### src/rtl/id_ex_stage.sv
// ID/EX pipeline register: captures decoded instructions, detects load-use hazards,
// and forwards EX/MEM and MEM/WB results onto the EX-stage ALU operands.
module id_ex_stage #(
  parameter int XLEN = 32,
  parameter int REGW = 5
) (
  input  logic            clock,
  input  logic            reset,
  input  logic            id_valid,
  input  logic [6:0]      id_op,
  input  logic [2:0]      id_funct3,
  input  logic [6:0]      id_funct7,
  input  logic [REGW-1:0] id_rs1,
  input  logic [REGW-1:0] id_rs2,
  input  logic [REGW-1:0] id_rd,
  input  logic [XLEN-1:0] id_rs1_data,
  input  logic [XLEN-1:0] id_rs2_data,
  input  logic [XLEN-1:0] id_imm,
  input  logic            exmem_regwrite,
  input  logic            exmem_is_load,
  input  logic [REGW-1:0] exmem_rd,
  input  logic [XLEN-1:0] exmem_result,
  input  logic            memwb_regwrite,
  input  logic [REGW-1:0] memwb_rd,
  input  logic [XLEN-1:0] memwb_result,
  input  logic            stall_in,
  input  logic            flush,
  output logic            id_stall,
  output logic            idex_valid,
  output logic [6:0]      IDEXop,
  output logic [2:0]      IDEXfunct3,
  output logic [6:0]      IDEXfunct7,
  output logic [REGW-1:0] idex_rd,
  output logic            idex_regwrite,
  output logic [XLEN-1:0] Ain,
  output logic [XLEN-1:0] Bin,
  output logic [XLEN-1:0] idex_store_data
);

  localparam logic [6:0] LW     = 7'b0000011;
  localparam logic [6:0] SW     = 7'b0100011;
  localparam logic [6:0] ALUopI = 7'b0010011;
  localparam logic [6:0] ALUopR = 7'b0110011;

  typedef struct packed {
    logic            valid;
    logic [6:0]      op;
    logic [2:0]      funct3;
    logic [6:0]      funct7;
    logic [REGW-1:0] rs1;
    logic [REGW-1:0] rs2;
    logic [REGW-1:0] rd;
    logic [XLEN-1:0] rs1Data;
    logic [XLEN-1:0] rs2Data;
    logic [XLEN-1:0] imm;
  } idex_t;

  idex_t idex_q, idex_d, capture;

  logic            idUsesRs1, idUsesRs2, loadUse;
  logic [XLEN-1:0] fwdRs1, fwdRs2;

  always_comb begin
    idUsesRs1 = (id_op == LW) || (id_op == SW) || (id_op == ALUopI) || (id_op == ALUopR);
    idUsesRs2 = (id_op == SW) || (id_op == ALUopR);
    loadUse   = idex_q.valid && (idex_q.op == LW) && (idex_q.rd != '0) && id_valid &&
                ((idUsesRs1 && (id_rs1 == idex_q.rd)) || (idUsesRs2 && (id_rs2 == idex_q.rd)));
    id_stall  = loadUse && !reset && !flush;
  end

  // The register file is written at the end of the cycle, so the write-back value
  // must be captured directly or the instruction would latch stale data.
  always_comb begin
    capture         = '0;
    capture.valid   = id_valid;
    capture.op      = id_op;
    capture.funct3  = id_funct3;
    capture.funct7  = id_funct7;
    capture.rs1     = id_rs1;
    capture.rs2     = id_rs2;
    capture.rd      = id_rd;
    capture.imm     = id_imm;
    capture.rs1Data = (memwb_regwrite && memwb_rd != '0 && memwb_rd == id_rs1) ? memwb_result : id_rs1_data;
    capture.rs2Data = (memwb_regwrite && memwb_rd != '0 && memwb_rd == id_rs2) ? memwb_result : id_rs2_data;
  end

  always_comb begin
    idex_d = idex_q;
    if (flush)         idex_d = '0;
    else if (stall_in) idex_d = idex_q;
    else if (id_stall) idex_d = '0;
    else               idex_d = capture;
  end

  always_ff @(posedge clock) begin
    if (reset) idex_q <= '0;
    else       idex_q <= idex_d;
  end

  // A load in EX/MEM has no data yet; the hazard bubble lets MEM/WB supply it instead.
  always_comb begin
    fwdRs1 = idex_q.rs1Data;
    if (exmem_regwrite && !exmem_is_load && exmem_rd != '0 && exmem_rd == idex_q.rs1)
      fwdRs1 = exmem_result;
    else if (memwb_regwrite && memwb_rd != '0 && memwb_rd == idex_q.rs1)
      fwdRs1 = memwb_result;

    fwdRs2 = idex_q.rs2Data;
    if (exmem_regwrite && !exmem_is_load && exmem_rd != '0 && exmem_rd == idex_q.rs2)
      fwdRs2 = exmem_result;
    else if (memwb_regwrite && memwb_rd != '0 && memwb_rd == idex_q.rs2)
      fwdRs2 = memwb_result;
  end

  always_comb begin
    idex_valid      = idex_q.valid;
    IDEXop          = idex_q.op;
    IDEXfunct3      = idex_q.funct3;
    IDEXfunct7      = idex_q.funct7;
    idex_rd         = idex_q.rd;
    idex_regwrite   = idex_q.valid && (idex_q.rd != '0) &&
                      ((idex_q.op == LW) || (idex_q.op == ALUopI) || (idex_q.op == ALUopR));
    Ain             = '0;
    Bin             = '0;
    idex_store_data = '0;
    if (idex_q.valid) begin
      Ain             = fwdRs1;
      idex_store_data = fwdRs2;
      if (idex_q.op == ALUopR)
        Bin = fwdRs2;
      else if ((idex_q.op == LW) || (idex_q.op == SW) || (idex_q.op == ALUopI))
        Bin = idex_q.imm;
    end
  end

endmodule

### config.mk
export PLATFORM = sky130hd
export DESIGN_NAME = id_ex_stage
export DESIGN_NICKNAME = d
export VERILOG_FILES = /design/src/rtl/id_ex_stage.sv
export SDC_FILE = /design/constraint.sdc
export NUM_CORES = 1
export LEC_CHECK = 0
export ABC_CLOCK_PERIOD_IN_PS = 2700
export CORE_MARGIN = 1
export CORE_UTILIZATION = 24
export DETAILED_ROUTE_END_ITERATION = 16
export GPL_ROUTABILITY_DRIVEN = 0
export GPL_TIMING_DRIVEN = 0
export SLEW_MARGIN = 20
export SYNTH_ARGS = -nofsm -noshare
export SYNTH_HDL_FRONTEND = slang
export SYNTH_SLANG_ARGS = --single-unit
### constraint.sdc
create_clock -name clock -period 2.7 [get_ports clock]
set_input_delay 0.405 -clock clock [delete_from_list [all_inputs] [get_ports clock]]
set_output_delay 0.405 -clock clock [all_outputs]
set_load 0.01 [all_outputs]
Word level (Yosys, flattened, before mapping) --
Cells that the tools add are included.
Operators by class: equality and inequality tests 16, muxes and demuxes 12, reduce and logical (&&, ||, !) cells 35
Operators with widths (number):
- $mux 32 | 11
- $mux 129 | 1
- $eq 5x5->1 | 8
- $eq 7x6->1 const B | 4
- $logic_and 1x1->1 | 19
- $reduce_bool 5->1 | 3
- $eq 7x2->1 const B | 2
- $eq 7x5->1 const B | 2
- $logic_or 1x1->1 | 9
- $logic_not 1->1 | 3
- $reduce_or 2->1 | 1
Storage, ports and cells: register bits 129, output and inout port bits 121, word-level logic and storage cells 73

Depth between registers and ports, before layout --
Gate-level depths: netlist of run 1.
word-level depth 10, depth in mapped cells 9

Least setup slack after synthesis of run 1 --
OpenSTA, ideal clock, no wires.
path kind input-to-output, start point in memwb_rd[4], end point out Bin[27], data arrival time 2037 ps, slack 258 ps, cell stages on the path 6, cell sequence buf_2 or4_4 o21ai_4 nor4_4 mux2i_1 a221oi_1
On the way: word-level cells in the longest chain between the ends 7, elaborated cells on any way between the ends 8, those cells by class 1 x eq/ne; 4 x mux; 3 x reduce/logical
Ends and longest elaborated chain:
- start: declaration | line 24 | input logic [REGW-1:0] memwb_rd,
- $reduce_bool 5->1 | line 111 | else if (memwb_regwrite && memwb_rd != '0 && memwb_rd == idex_q.rs2)
- $logic_and 1x1->1 | line 111
- $logic_and 1x1->1 * | line 111
- $mux 32 * | line 111
- $mux 32 * | line 109 | if (exmem_regwrite && !exmem_is_load && exmem_rd != '0 && exmem_rd == idex_q.rs2)
- $mux 32 * | line 129 | if (idex_q.op == ALUopR)
- $mux 32 * | line 126 | if (idex_q.valid) begin
- end: declaration | line 36 | output logic [XLEN-1:0] Bin,
Mark *: on every way between the ends. The rest lies on a longest branch, timed or not.

Worst setup path after layout of run 1 --
start point in memwb_rd[4], end point out Ain[25]
On the way: word-level cells in the longest chain between the ends 6, elaborated cells on any way between the ends 7, those cells by class 1 x eq/ne; 3 x mux; 3 x reduce/logical
Ends and longest elaborated chain:
- $reduce_bool 5->1 | line 105 | else if (memwb_regwrite && memwb_rd != '0 && memwb_rd == idex_q.rs1)
- $logic_and 1x1->1 | line 105
- $logic_and 1x1->1 * | line 105
- $mux 32 * | line 105
- $mux 32 * | line 103 | if (exmem_regwrite && !exmem_is_load && exmem_rd != '0 && exmem_rd == idex_q.rs1)
- $mux 32 * | line 126
- end: declaration | line 35 | output logic [XLEN-1:0] Ain,
Marks and branches as above.

==> results of run 1 <==
## worst paths after layout
| path | from | end | slack [ns] | cells after the start |
|---|---|---|---|---|
| setup / recovery | memwb_rd[4] | Ain[25] | -0.12 | 12 |
| hold reg to reg | IDEXfunct7[4]$_SDFFE_PP0N_ | IDEXfunct7[4]$_SDFFE_PP0N_ | 0.47 | 2 |
| setup reg to reg | IDEXop[4]$_SDFFE_PP0N_ | idex_q[94]$_SDFFE_PP0N_ | 0.29 | 9 |
| hold / removal | IDEXfunct7[4]$_SDFFE_PP0N_ | IDEXfunct7[4]$_SDFFE_PP0N_ | 0.47 | 2 |
## through the flow
step | instance area, um2 | hold WS (ns) | TNS [ns]
floorplan | 8950 | 0.438 | 0
global placement | 12800 | 0.451 | -137.25
detailed placement | 12800 | 0.454 | -146.03
CTS | 14300 | 0.465 | -2.46
global route | 15100 | 0.486 | -5.15
finish | 15100 | 0.466 | -1.59
## logic make-up (layout without fill, tap and decap cells)
| family | count (synthesis) | count (layout) | synth area share [%] |
|---|---|---|---|
| other cells | 0 | 8 | 0 |
| mux | 131 | 131 | 14.7 |
| simple gates | 171 | 171 | 8.96 |
| flops | 129 | 129 | 28.9 |
| xor+xnor | 40 | 40 | 3.91 |
| compound gates | 385 | 385 | 32.7 |
| buf+inv | 198 | 586 | 10.9 |
## timing repair
item / in CTS / in global routing
hold buffers: 0 / 0
resized for setup: 643 / 114
gates cloned: 2 / 6
pin swaps: 64 / 38
setup buffers: 25 / 6
setup endpoints to repair: 148 / 94
## tightest hold or removal path, cell delays in order, from the launching register on
cell	delay (ns)
dfxtp_1	0.31
nand2_1	0.06
a21oi_1	0.05
## metal layers
metal | vias up | GRT usage, % | wire length, um
li1 | 4604 | - | -
met2 | 394 | 36.6 | 21700
met1 | 4964 | 29.7 | 19900
met4 | 4 | 10.7 | 1850
met5 | - | 0 | 25
met3 | 85 | 4.11 | 2430
## state kept, by name, indices dropped and copies added (netlist names)
| name | flops |
|---|---|
| IDEXfunct3 | 3 |
| IDEXfunct7 | 7 |
| IDEXop | 7 |
| idex_q | 106 |
| idex_rd | 5 |
| idex_valid | 1 |
## where the power goes
group / switching (W) / total (W) / internal (W)
Clock: 0.00102 / 0.00249 / 0.00147
Combinational: 0.000540 / 0.00111 / 0.000571
Sequential: 0.0000696 / 0.00203 / 0.00196
Total: 0.00163 / 0.00563 / 0.00401
## cells in the mapped netlist
cell type	n	area, um2
inv_1	63	236
or4_4	1	11.3
or4b_1	1	10.0
and4_1	1	8.76
buf_1	1	3.75
and2_1	2	12.5
clkbuf_1	81	304
nor4bb_1	1	10.0
or3_1	2	12.5
mux2i_1	131	1310
nand2_1	128	480
buf_2	11	55.1
o221ai_1	31	272
o32ai_2	51	830
xnor2_1	22	193
nand4_1	4	25.0
buf_6	16	180
o21ai_0	65	325
nand2b_1	3	18.8
o21ai_4	1	16.3
dfxtp_1	129	2580
a221oi_1	1	8.76
or2_2	1	6.26
or4bb_1	1	11.3
a211o_1	62	543
nor4_4	4	85.1
nor3_1	4	20.0
buf_4	26	195
o311a_1	2	20.0
nor2_1	9	33.8
o32ai_1	14	123
and2_4	1	8.76
nand3_1	7	35.0
xor2_1	18	158
a21oi_1	158	791
nor4_2	1	12.5
## layout make-up
cell class,instances,share of cell area [%]
antenna,8,0.133
buffer,130,6.19
clock buffer,18,2.85
clock inverter,14,1.19
inverter,63,1.57
multi-input combinational,727,44.6
sequential,129,17.3
tap,468,3.88
timing repair buffer,361,22.3
==> qor.yml, run 1 <==
outcome: "finished, violations left"
violations: "setup timing"
antenna_found_initial: 10
nFillCells: 3590
clockBufferDepth: 2
num_rows: 70
cp.arrival_ns: 2.42
path_delay_family: "buffers and inverters"
core-area_um2: 36600
finalPower_w: 0.00563
yosys_warnings: 0
ys_types: 36
first_iter_violations: 720
insertion_delay_ns: 0.43
worst_pin_slew_ns: 0.871
powerDensity_nw_per_um2: 373
layout_commonest_cell: "clkdlybuf4s50_1"
fmax_ghz: 0.354
power_leakage_nw: 5.12
io_buffer_count: 325
vias: 10051
cp_num_buf_inv: 7
multi_input_area_um2: 6730
grt_pass1_wl_mm: 64.7
final_cell_mix: "clkdlybuf4s50_1 (222), nand2_1 (127), dfxtp_1 (119)"
clock-sinks: 129
slowest_stage: "or4_4"
wl_mm: 45.9
dr.pass1.iters: 5
drive_gt1_share_pct: 32.7
crit_path_end_kind: "output pin"
cpMostUsedCell: "buf_12"
drc: 0
start_util_pct: 24.4
min_path_type: "reg -> reg"
syn2layout_area_growth_pct: 68.5
grt_pass1_vias: 9868
routedWlPerCell_um: 23.9
setup.worst_path.start_class: "input port"
grt_overflow: 0
clk_pin_slew_ns: 0.07
dieArea_um2: 38100
num_io_pins: 331
postSynthAreaPerCell_um2: 8.49
ys_ff_latch: 129
ctsRootBufferMaster: "clkbuf_16"
synth_area_um2: 8950
fin_util_pct: 41.2
cts_tree: "done"
ir_worst_vdd_mv: 0.369
drv_cap: 0
setup_slack_ns: -0.123
hold_viol_final: 0
setup_viol: 33
final_antenna_net_count: 0
rsz0062_at_grt: "true"
gr-usage-all-layers_pct: 22.8
relSlewSlack_pct: 41.9
fin_crit_sh_pct: 105
synth_nets: 1264
critPathRequiredTime_ns: 2.30
syn_inst: 1054
hpwl_mm: 34.8
cts_buffers: 17
via_per_inst: 5.24
path_cells: "buf_12, or4_4, o21ai_4, buf_12, nor4_4, buf_12, buf_12, buf_16, buf_4, mux2i_1, a21oi_1, buf_4"
skew_ns: 0.0141
crit_type: "in -> out"
fin_nets: 1639
h-tree-depth: 4
die_w_um: 195
die_height_um: 195
cp_max_fo: 5
fin_cells: 1918
period_minus_slack_ns: 2.82
synth_seq_area_share_pct: 28.9
slew_violations: 0
slowest_delay_ns: 0.53
place_inst: 1847
grt_max_degree: 17
seq_area_um2: 2610
post-place-ws_ns: -1.53
Note: power is estimated with default switching activity, not from simulation.
==> inputs of run 2 (changes only) <==
--- a/config.mk
+++ b/config.mk
@@ -6,11 +6,13 @@
 export NUM_CORES = 1
 export LEC_CHECK = 0
 export ABC_CLOCK_PERIOD_IN_PS = 2700
+export CAP_MARGIN = 20
 export CORE_MARGIN = 1
-export CORE_UTILIZATION = 24
+export CORE_UTILIZATION = 46
 export DETAILED_ROUTE_END_ITERATION = 16
 export GPL_ROUTABILITY_DRIVEN = 0
 export GPL_TIMING_DRIVEN = 0
+export PLACE_DENSITY = 0.83
 export SLEW_MARGIN = 20
 export SYNTH_ARGS = -nofsm -noshare
 export SYNTH_HDL_FRONTEND = slang
==> qor.yml, run 2 (synthesis gave the netlist of run 1 again) <==
slowest_stage: "dlygate4sd2_1"
fin_nets: 1653
relSlewSlack_pct: 41.6
insertion_delay_ns: 0.43
antenna_found_initial: 5
vias: 11353
wl_mm: 46.5
regMostFlops: "idex_q"
period_minus_slack_ns: 2.94
die_w_um: 141
rsz0062_at_grt: "true"
r2r_start: "idex_rd[3]$_SDFFE_PP0N_"
grt_max_degree: 17
layout_commonest_cell: "clkdlybuf4s50_1"
grt_pass1_wl_mm: 60.7
dr.pass1.iters: 6
start_util_pct: 47.4
post-place-ws_ns: -1.24
nFillCells: 1175
cts_tree: "done"
num_rows: 50
crit_type: "in -> out"
powerDensity_nw_per_um2: 372
setup_slack_ns: -0.236
drive_gt1_share_pct: 32.5
final_cell_mix: "clkdlybuf4s50_1 (221), nand2_1 (127), dfxtp_1 (116)"
fin_util_pct: 77.8
via_per_inst: 6.60
m1WireLength_mm: 16.5
largest_reg_flops: 106
hold_viol_final: 0
cp-startpoint: "exmem_rd[1]"
drv_cap: 0
hpwl_mm: 28.6
cts_buffers: 17
met3_length_mm: 5.72
clockBufferDepth: 2
multi_input_area_um2: 6650
path_cells: "dlygate4sd2_1, xor2_1, nor3_2, nand3_4, clkbuf_2, o21ai_1, a21oi_2, buf_2"
reg2reg_slack_ns: 0.10
cp_max_fo: 10
critPathCapture: "idex_store_data[9]"
routedWlPerCell_um: 27.0
first_iter_violations: 1436
tns_ns: -5.52
final_antenna_net_count: 0
wl_met2_mm: 20.5
fin_crit_sh_pct: 109
finalPower_w: 0.00547
io_buffer_count: 325
dr.max_layer_used: "met4"
fin_area_um2: 14700
setup.worst_path.start_class: "input port"
outcome: "finished, violations left"
cp.arrival_ns: 2.53
fmax_ghz: 0.341
place_area_um2: 12500
clock-sinks: 129
ctsRootBufferMaster: "clkbuf_16"
die_height_um: 141
min_path_type: "reg -> reg"
gr-usage-all-layers_pct: 40.1
skew_ns: 0.00811
clk_pin_slew_ns: 0.06
ir_worst_vdd_mv: 0.404
h-tree-depth: 4
dieArea_um2: 20000
crit_path_end_kind: "output pin"
cts_hold_buf: 0
core-area_um2: 18900
power_leakage_nw: 5.12
critPathRequiredTime_ns: 2.30
slowest_delay_ns: 0.44
slew_violations: 0
syn2layout_area_growth_pct: 64.3
r2r_cells: 8
grt_overflow: 0
seq_area_um2: 2600
setup_viol: 87
violations: "setup timing"
rr_endpoint: "idex_q[75]$_SDFFE_PP0N_"
worst_pin_slew_ns: 0.877
grt_pass1_vias: 10399
num_io_pins: 331
drc: 0
==> run 2: cell types whose count changed in the layout (fill, tap and decap cells not counted), moves of 5 or more <==
cell	delta
clkdlybuf4s15_1	+6
buf_2	+7
mux2i_2	-5
buf_6	+7
buf_4	-10
o221ai_4	-5
dfxtp_2	+5
==> run 2: power by group <==
group	switching, W	internal [W]	leakage (nW)
clock	0.00100	0.00127	0.266
combinational	0.000586	0.000571	3.80
sequential	0.0000747	0.00197	1.06
total	0.00166	0.00381	5.12
==> run 2: timing repair <==
action,4_1_cts,5_1_grt
endpoints found under the hold margin,0,0
gates resized for setup,602,117
pin swaps,65,37
setup buffers,27,19
gates cloned,1,3
endpoints found under the setup margin,98,91
==> run 2: worst min-delay path by stage <==
stage                               startpoint                    endpoint  slack (ns)  depth (start not counted)
floorplan              idex_q[27]$_SDFFE_PP0N_     idex_q[27]$_SDFFE_PP0N_        0.44                          2
global placement       idex_q[27]$_SDFFE_PP0N_     idex_q[27]$_SDFFE_PP0N_        0.45                          2
detailed placement     idex_q[18]$_SDFFE_PP0N_     idex_q[18]$_SDFFE_PP0N_        0.45                          2
CTS                 IDEXfunct7[0]$_SDFFE_PP0N_  IDEXfunct7[0]$_SDFFE_PP0N_        0.47                          2
global route           idex_q[21]$_SDFFE_PP0N_     idex_q[21]$_SDFFE_PP0N_        0.49                          2
finish              IDEXfunct7[5]$_SDFFE_PP0N_  IDEXfunct7[5]$_SDFFE_PP0N_        0.47                          2
==> run 2: final cells by class <==
| cell class | instances | share of cell area (%) |
|---|---|---|
| Sequential cell | 129 | 17.7 |
| Timing Repair Buffer | 373 | 22.9 |
| Buffer | 132 | 6.48 |
| Clock inverter | 15 | 0.928 |
| Antenna cell | 4 | 0.0681 |
| Tap cell | 260 | 2.21 |
| Inverter | 63 | 1.61 |
| Multi-Input combinational cell | 727 | 45.2 |
| Clock buffer | 17 | 2.89 |
==> run 2: stage by stage <==
stage | std cells | hold slack [ns]
final | 1720 | 0.466
after global routing | 1719 | 0.495
after CTS | 1695 | 0.466
after detailed placement | 1639 | 0.455
after global placement | 1639 | 0.449
after floorplan | 1054 | 0.438
==> run 2: per-layer routing <==
layer	GRT usage, %	vias to the layer above
li1	-	4624
met1	49.3	5325
met2	64.8	1089
met3	9.25	315
met4	22.4	0
met5	0	-
==> run 2: critical path: cells and delay by family <==
kind | cells | cell delay (ns)
compound gates | 2 | 0.45
xor+xnor | 1 | 0.44
buf+inv | 3 | 0.89
simple gates | 2 | 0.32
